**src/rtl/instr_fetch_unit.sv**
```systemverilog
// Instruction fetch stage: holds the fetch PC, issues one outstanding imem read at a time,
// buffers returned words in a small prefetch FIFO and hands them to the decoder.
module instr_fetch_unit #(
  parameter int                ADDR_W     = 16,
  parameter int                FIFO_DEPTH = 4,
  parameter logic [ADDR_W-1:0] RESET_PC   = '0
) (
  input  logic              clk,
  input  logic              rst,
  input  logic              fetch_en,
  output logic              imem_req,
  output logic [ADDR_W-1:0] imem_addr,
  input  logic              imem_ack,
  input  logic [31:0]       imem_rdata,
  input  logic              redirect,
  input  logic [ADDR_W-1:0] redirect_pc,
  output logic [31:0]       instr,
  output logic [ADDR_W-1:0] instr_pc,
  output logic              instr_valid,
  input  logic              instr_ready
);
  localparam int PTR_W = $clog2(FIFO_DEPTH);
  localparam int CNT_W = PTR_W + 1;
  localparam logic [CNT_W-1:0] DEPTH = CNT_W'(FIFO_DEPTH);

  typedef struct packed {
    logic [ADDR_W-1:0] pc;
    logic [31:0]       word;
  } fentry_t;

  typedef enum logic [1:0] {IDLE, REQ, DISCARD} state_t;

  state_t            state;
  fentry_t           mem [FIFO_DEPTH];
  logic [PTR_W-1:0]  rptr, wptr;
  logic [CNT_W-1:0]  count, post_cnt;
  logic [ADDR_W-1:0] fetch_pc, pc_inc;
  logic              push, pop;

  assign instr_valid = (count != '0);
  assign pop         = instr_valid & instr_ready;
  // A redirect kills the returning word even when it lands the same edge.
  assign push        = (state == REQ) & imem_ack & ~redirect;
  assign post_cnt    = count + CNT_W'(push) - CNT_W'(pop);
  assign pc_inc      = fetch_pc + ADDR_W'(1);
  assign instr       = instr_valid ? mem[rptr].word : '0;
  assign instr_pc    = instr_valid ? mem[rptr].pc   : '0;

  always_ff @(posedge clk) begin
    if (push) mem[wptr] <= '{pc: fetch_pc, word: imem_rdata};
  end

  always_ff @(posedge clk or posedge rst) begin
    if (rst) begin
      rptr  <= '0;
      wptr  <= '0;
      count <= '0;
    end else if (redirect) begin
      rptr  <= '0;
      wptr  <= '0;
      count <= '0;
    end else begin
      if (push) wptr <= wptr + PTR_W'(1);
      if (pop)  rptr <= rptr + PTR_W'(1);
      count <= post_cnt;
    end
  end

  always_ff @(posedge clk or posedge rst) begin
    if (rst) begin
      state     <= IDLE;
      imem_req  <= 1'b0;
      imem_addr <= RESET_PC;
      fetch_pc  <= RESET_PC;
    end else begin
      case (state)
        IDLE: begin
          if (redirect) begin
            fetch_pc <= redirect_pc;
          end else if (fetch_en && count < DEPTH) begin
            state     <= REQ;
            imem_req  <= 1'b1;
            imem_addr <= fetch_pc;
          end
        end
        REQ: begin
          if (redirect) begin
            fetch_pc <= redirect_pc;
            if (imem_ack) begin
              state    <= IDLE;
              imem_req <= 1'b0;
            end else begin
              state <= DISCARD;
            end
          end else if (imem_ack) begin
            fetch_pc <= pc_inc;
            // Back-to-back issue only if the slot for the next word is still free.
            if (fetch_en && post_cnt < DEPTH) begin
              imem_addr <= pc_inc;
            end else begin
              state    <= IDLE;
              imem_req <= 1'b0;
            end
          end
        end
        DISCARD: begin
          if (redirect) fetch_pc <= redirect_pc;
          if (imem_ack) begin
            state    <= IDLE;
            imem_req <= 1'b0;
          end
        end
        default: begin
          state    <= IDLE;
          imem_req <= 1'b0;
        end
      endcase
    end
  end
endmodule

```
**config.mk**
```make
export PLATFORM = sky130hd
export DESIGN_NAME = instr_fetch_unit
export DESIGN_NICKNAME = d
export VERILOG_FILES = /design/src/rtl/instr_fetch_unit.sv
export SDC_FILE = /design/constraint.sdc
export NUM_CORES = 1
export LEC_CHECK = 0
export CORE_AREA = 10 10 179 181
export DETAILED_ROUTE_END_ITERATION = 6
export DIE_AREA = 0 0 189 191
export HOLD_SLACK_MARGIN = 0.05
export PLACE_DENSITY_LB_ADDON = 0.12
export SYNTH_ARGS = -nofsm -noshare
export SYNTH_HDL_FRONTEND = slang
export SYNTH_SLANG_ARGS = --single-unit
export TNS_END_PERCENT = 30
```
**constraint.sdc**
```tcl
create_clock -name clk -period 10.5 [get_ports clk]
set_input_delay 1.575 -clock clk [delete_from_list [all_inputs] [get_ports clk]]
set_output_delay 1.575 -clock clk [all_outputs]
set_load 0.01 [all_outputs]
```
==> results.toml, run 1 <==
[outcome]
status = "finished clean"

[power_and_ir_drop]
vdd_drop_max_mv = 0.109
p_per_area_nw_per_um2 = 248
p_comb_share_pct = 29.8
clock_power_share_pct = 31.1
intPower_w = 0.00218
p_sw_w = 0.000869
leakage_nw = 4.03
p_sw_share_pct = 28.5
seq_power_share_pct = 39.0

[clock_network]
clkSinkCount = 234
cts-root-buf = "clkbuf_16"
cts-resized-gates = 0
path_clk_slew_ns = 0.06
cts_buffers = 26
cts_tree = "built"
htree_levels = 1
clock_latency_ns = 0.52
cts_buffer_depth = 3
post_cts_buffers = 0
holdBufCountCts = 0

[setup_path]
crit_start = "redirect"
cp_max_fo = 25
crit_required_ns = 10.89
r2r_setup_slack_ns = 6.28
cp-start-kind = "primary input"
arrival_ns = 5.55
crit_type = "primary input to flip-flop"
critPathCaptureType = "flip-flop"
r2r_start = "count[1]"

[floorplanning]
start_util_pct = 34.4
fp.dieW_um = 189
die_area_um2 = 36100
core_area_um2 = 28500
row_count = 62
die_h_um = 191
boundaryPins = 120

[final_layout]
layout-drive-gt1-share_pct = 16.7
multiInputGateArea_um2 = 2770
utilization_pct = 43.2
design_area_um2 = 12300
antenna_cells = 0
final_nets = 771
seq_area_um2 = 6820
syn2layout_area_growth_pct = 25.6
fillCellCount = 2571

[logic_synthesis]
avgSynthCellArea_um2 = 16.5
synth_cells = 594
async_flop_share_pct = 17.9
synth_warnings = 0
synth.cell_area_um2 = 9790
synth_top_cell_by_area = "edfxtp_1"
synth-seq-area-share_pct = 69.6
synth.area.top_cells = "edfxtp_1, mux4_2, dfrtp_1, and2_1, a21oi_1"
yosysUniqueCellTypes = 56
ys_ff_latch = 234
synth-edff-count = 192
synth_top_area_share_pct = 58.9
syn_nets = 656
synthFlopType = "edfxtp_1"

[grt]
grt_max_degree = 52
grt_pass1_vias = 6127
grt_pass1_wl_um = 35100
grt_overflow = 0
track_usage_pct = 12.2
antenna_found_initial = 0

[placement]
finalWeightedCongestion = 0.860
place_area_um2 = 11400
numPortBuffers = 119
dpl.hpwl_um = 13400

[hold_path]
hp-class = "flip-flop to flip-flop"
min-delay-start = "imem_addr[2]"

[sta]
timing.slew.headroom_pct = 30.4
post-route-min-period_ns = 5.15
fin_worst_skew_ns = 0.0145
setup-tns-final_ns = 0
worst_pin_slew_ns = 1.04
period_share_pct = 49.1
fmax_mhz = 194
hold_viol_final = 0
setup_violations = 0
holdWs_ns = 0.509
slew_viol_final = 0
rsz0062_at_grt = "false"

[drt]
viasPerCell = 4.95
postRouteWirelength_um = 22100
route.vias.total = 5514
ant_nets = 0
drtIter0Drc = 369
wl_per_cell_um = 19.9
drt_first_pass_iters = 5
drc = 0

[flow_run]
drv_cap = 0
-- final timing paths --
kind,endpoint,cells past startpoint
max in group asynchronous,rptr[0],3
setup reg to reg,imem_addr[2],11
hold / removal,imem_addr[2],1
hold reg to reg,imem_addr[2],1
setup / recovery,imem_addr[2],14
min in group asynchronous,imem_addr[15],3
-- per-stage QoR --
stage	cells	setup slack, ns	total power, W
3_3_place_gp	1065	4.95	0.00214
3_5_place_dp	1065	4.86	0.00215
6_report	1113	5.35	0.00305
2_1_floorplan	594	5.92	0.00170
5_1_grt	1113	5.15	0.00323
4_1_cts	1113	5.39	0.00311
-- state kept, by name, summed over array words and instances, names as in the netlist --
signal,count
count,3
fetch_pc,16
imem_addr,16
imem_req,1
mem,192
rptr,2
state,2
wptr,2
-- synth_stat cells (3+ instances only) --
master,number
xnor2_1,14
a31oi_1,8
a21oi_1,47
nor2_1,16
nand4_1,4
o22ai_1,7
nand3_1,12
ha_1,7
nand2_1,20
nor4_1,5
edfxtp_1,192
o21ai_0,12
buf_2,12
dfrtp_1,42
o31ai_1,4
inv_1,9
and2_1,52
and3_1,6
nor3_1,5
or3_1,3
clkbuf_1,22
mux4_2,48
nor2b_1,3
nand2b_1,3
buf_1,4
-- worst max-delay path, stage by stage --
cell and delay [ns]:
clkdlybuf4s50_1 0.91, a21oi_1 0.11, a21oi_1 0.15, buf_4 0.27, nand2_1 0.09, ha_1 0.27
inv_1 0.06, ha_1 0.13, inv_1 0.04, fa_1 0.36, xnor3_1 0.26, a31o_2 0.36
and2_1 0.56, mux2_1 0.38
-- layer usage --
| layer | share of wire, % | up-vias | global-route usage [%] |
|---|---|---|---|
| li1 | - | 2545 | - |
| met1 | 45 | 2776 | 16.0 |
| met2 | 47 | 167 | 20.1 |
| met3 | 6.3 | 26 | 2.93 |
| met4 | 1.5 | 0 | 3.02 |
| met5 | 0 | - | 0 |
-- area by class of cell --
cell class	count	share of cell area [%]
flip-flops and latches	234	55.4
clock inverters	11	1.18
well taps	384	3.91
inverters	9	0.275
repair buffers	128	10.2
clock buffers	37	6.45
multi-input cells	310	22.5
-- cell families after synthesis --
| group | count (synthesis) | synth area share [%] |
|---|---|---|
| xor gates and xnor gates | 16 | 1.57 |
| muxes | 54 | 11.7 |
| adders and majority gates | 8 | 1.10 |
| and+or+nand+nor | 140 | 8.30 |
| DFF | 234 | 69.6 |
| AOI/OAI and AO/OA | 92 | 5.52 |
| buffers and inverters | 50 | 2.20 |
-- power groups by stage --
stage,clock network (W),registers (W),logic (W)
after floorplan,0,0.00118,0.000521
after global placement,0,0.00121,0.000933
after detailed placement,0,0.00121,0.000938
after CTS,0.000977,0.00119,0.000944
after global routing,0.00102,0.00121,0.000999
final,0.000950,0.00119,0.000910
-- cells in the final DEF (no fill, tap or decap), types with 7 or more instances in the layout --
master,instances
o21ai_0,12
nor2_1,16
and2_1,52
o22ai_1,7
clkbuf_16,27
dfrtp_1,40
clkdlybuf4s50_1,119
xnor2_1,14
buf_4,9
a21oi_1,47
a31oi_1,8
edfxtp_1,192
mux4_2,48
nand3_1,12
inv_1,9
nand2_1,20
ha_1,7
clkbuf_8,8
No activity file was read; power rests on OpenSTA's default activity.
==> inputs of run 2 (changes only) <==
==> constraint.sdc (replaced) <==
create_clock -name clk -period 4.2 [get_ports clk]
set_input_delay 0.63 -clock clk [delete_from_list [all_inputs] [get_ports clk]]
set_output_delay 0.63 -clock clk [all_outputs]
set_load 0.01 [all_outputs]
==> run 2 against run 1 <==
Routed wire length grew 1.4%; sequential cell count is the same; via count grew 1.3%; non-clock buffer count grew 6; highest routed layer unchanged; core utilization is essentially flat; combinational power grew 150%; register-to-register slack lost 5.3 ns.
==> results.toml, run 2 (synthesis results as in run 1) <==
[placement]
dpl.hpwl_um = 14000
place_area_um2 = 11500
finalWeightedCongestion = 0.860
numPortBuffers = 119

[clock_network]
cts_buffer_depth = 3
cts-root-buf = "clkbuf_16"
cts_tree = "built"
post_cts_buffers = 0
clkSinkCount = 234
cts_buffers = 25
htree_levels = 1
clock_latency_ns = 0.52
cts-resized-gates = 0
path_clk_slew_ns = 0.06
holdBufCountCts = 0

[grt]
met1_usage_pct = 16.7
grt.busiest_layer = "met2"
gr-usage-met3_pct = 2.72
antenna_found_initial = 0
track_usage_pct = 12.3
grt_pass1_vias = 6115
grt_max_degree = 51
grt_overflow = 0
met2_usage_pct = 19.7
grt_pass1_wl_um = 35400

[power_and_ir_drop]
vdd_drop_max_mv = 0.286
p_per_area_nw_per_um2 = 607
leakage_nw = 4.02

[final_layout]
syn2layout_area_growth_pct = 25.6
final_common_cell = "edfxtp_1"
largest-register = "mem"
design_area_um2 = 12300
largest_reg_flops = 192
seq_area_um2 = 6820
antenna_cells = 0
fillCellCount = 2608
layout-drive-gt1-share_pct = 16.3
layout_common_cells = "edfxtp_1, clkdlybuf4s50_1, and2_1"
multiInputGateArea_um2 = 2770
reg.largest.list = "mem x192, fetch_pc x16, imem_addr x16"
final_nets = 776

[drt]
postRouteWirelength_um = 22400
ant_nets = 0
route.vias.total = 5586
drtIter0Drc = 289
viasPerCell = 5.01
drt_first_pass_iters = 5
wl_per_cell_um = 20.1
drc = 0

[setup_path]
slowest_stage = "dfrtp_4"
crit_type = "flip-flop to primary output"
arrival_ns = 2.89
critPathCaptureType = "primary output"
r2r_setup_slack_ns = 0.96
cp_cell_sequence = "buf_4 -> mux4_2 -> and2_1 -> clkdlybuf4s50_1"
max_stage_delay_ns = 0.81
cp_top_family = "buffers and inverters"
cp-start-kind = "flip-flop"
critPathBufInv = 2
crit_required_ns = 3.57
cp_max_fo = 30

[sta]
hold_viol_final = 0
slew_viol_final = 0
timing.slew.headroom_pct = 48.6
rsz0062_at_grt = "false"
worst_pin_slew_ns = 0.766
setup_violations = 0
period_share_pct = 83.8
fin_worst_skew_ns = 0.0175
post-route-min-period_ns = 3.52
fmax_mhz = 284
setup-tns-final_ns = 0

[floorplanning]
boundaryPins = 120
core_area_um2 = 28500
row_count = 62
fp.dieW_um = 189
start_util_pct = 34.4
die_h_um = 191
die_area_um2 = 36100

[hold_path]
hp-class = "flip-flop to flip-flop"

[outcome]
status = "finished clean"

[flow_run]
drv_cap = 0
run 2: per-layer routing:
metal	part of all wire, %	vias to the layer above	routed length [um]
met5	0	-	0
li1	-	2548	-
met2	46	166	10400
met4	1.5	0	335
met3	5.5	30	1230
met1	47	2842	10400
run 2: where the power goes:
| group | internal, W | leakage (nW) | switching [W] | total [W] |
|---|---|---|---|---|
| clock network | 0.00132 | 0.408 | 0.000848 | 0.00217 |
| registers | 0.00274 | 2.22 | 0.000315 | 0.00306 |
| logic | 0.00125 | 1.40 | 0.000994 | 0.00224 |
| total | 0.00531 | 4.02 | 0.00216 | 0.00747 |
run 2: cell type report:
class	count	share of cell area [%]
clock buffer	35	5.89
sequential	234	55.5
inverter	9	0.275
clock inverter	10	0.814
tap	384	3.91
multi-input combinational	310	22.5
timing repair buffer	134	11.1
run 2: final timing paths:
kind,start,to,cells after the start
min in group asynchronous,rst,fetch_pc[5],2
max,rptr[0],instr_pc[10],4
min,imem_addr[5],imem_addr[5],1
max reg2reg,count[1],imem_addr[5],11
min reg2reg,imem_addr[5],imem_addr[5],1
max in group asynchronous,rst,imem_addr[11],3
run 2: worst register-to-register path: cells and delay by family (launching register included):
kind,cells,cell delay (ns)
and+or+nand+nor,3,1.02
buffers and inverters,2,0.11
xor gates and xnor gates,1,0.27
DFF,1,0.41
adders and majority gates,3,0.80
muxes,1,0.36
AOI/OAI and AO/OA,1,0.18
run 2: through the flow:
stage          utilization (%)  power [W]  instances  setup WS, ns  hold slack, ns
5_1_grt                   43.2    0.00789       1116         0.476           0.530
3_3_place_gp              40.3    0.00538       1071         0.455           0.491
2_1_floorplan                -    0.00425        594         0.560           0.471
4_1_cts                   43.2    0.00761       1116         0.567           0.502
6_report                  43.2    0.00747       1116         0.679           0.498
3_5_place_dp              40.3    0.00541       1071         0.356           0.479
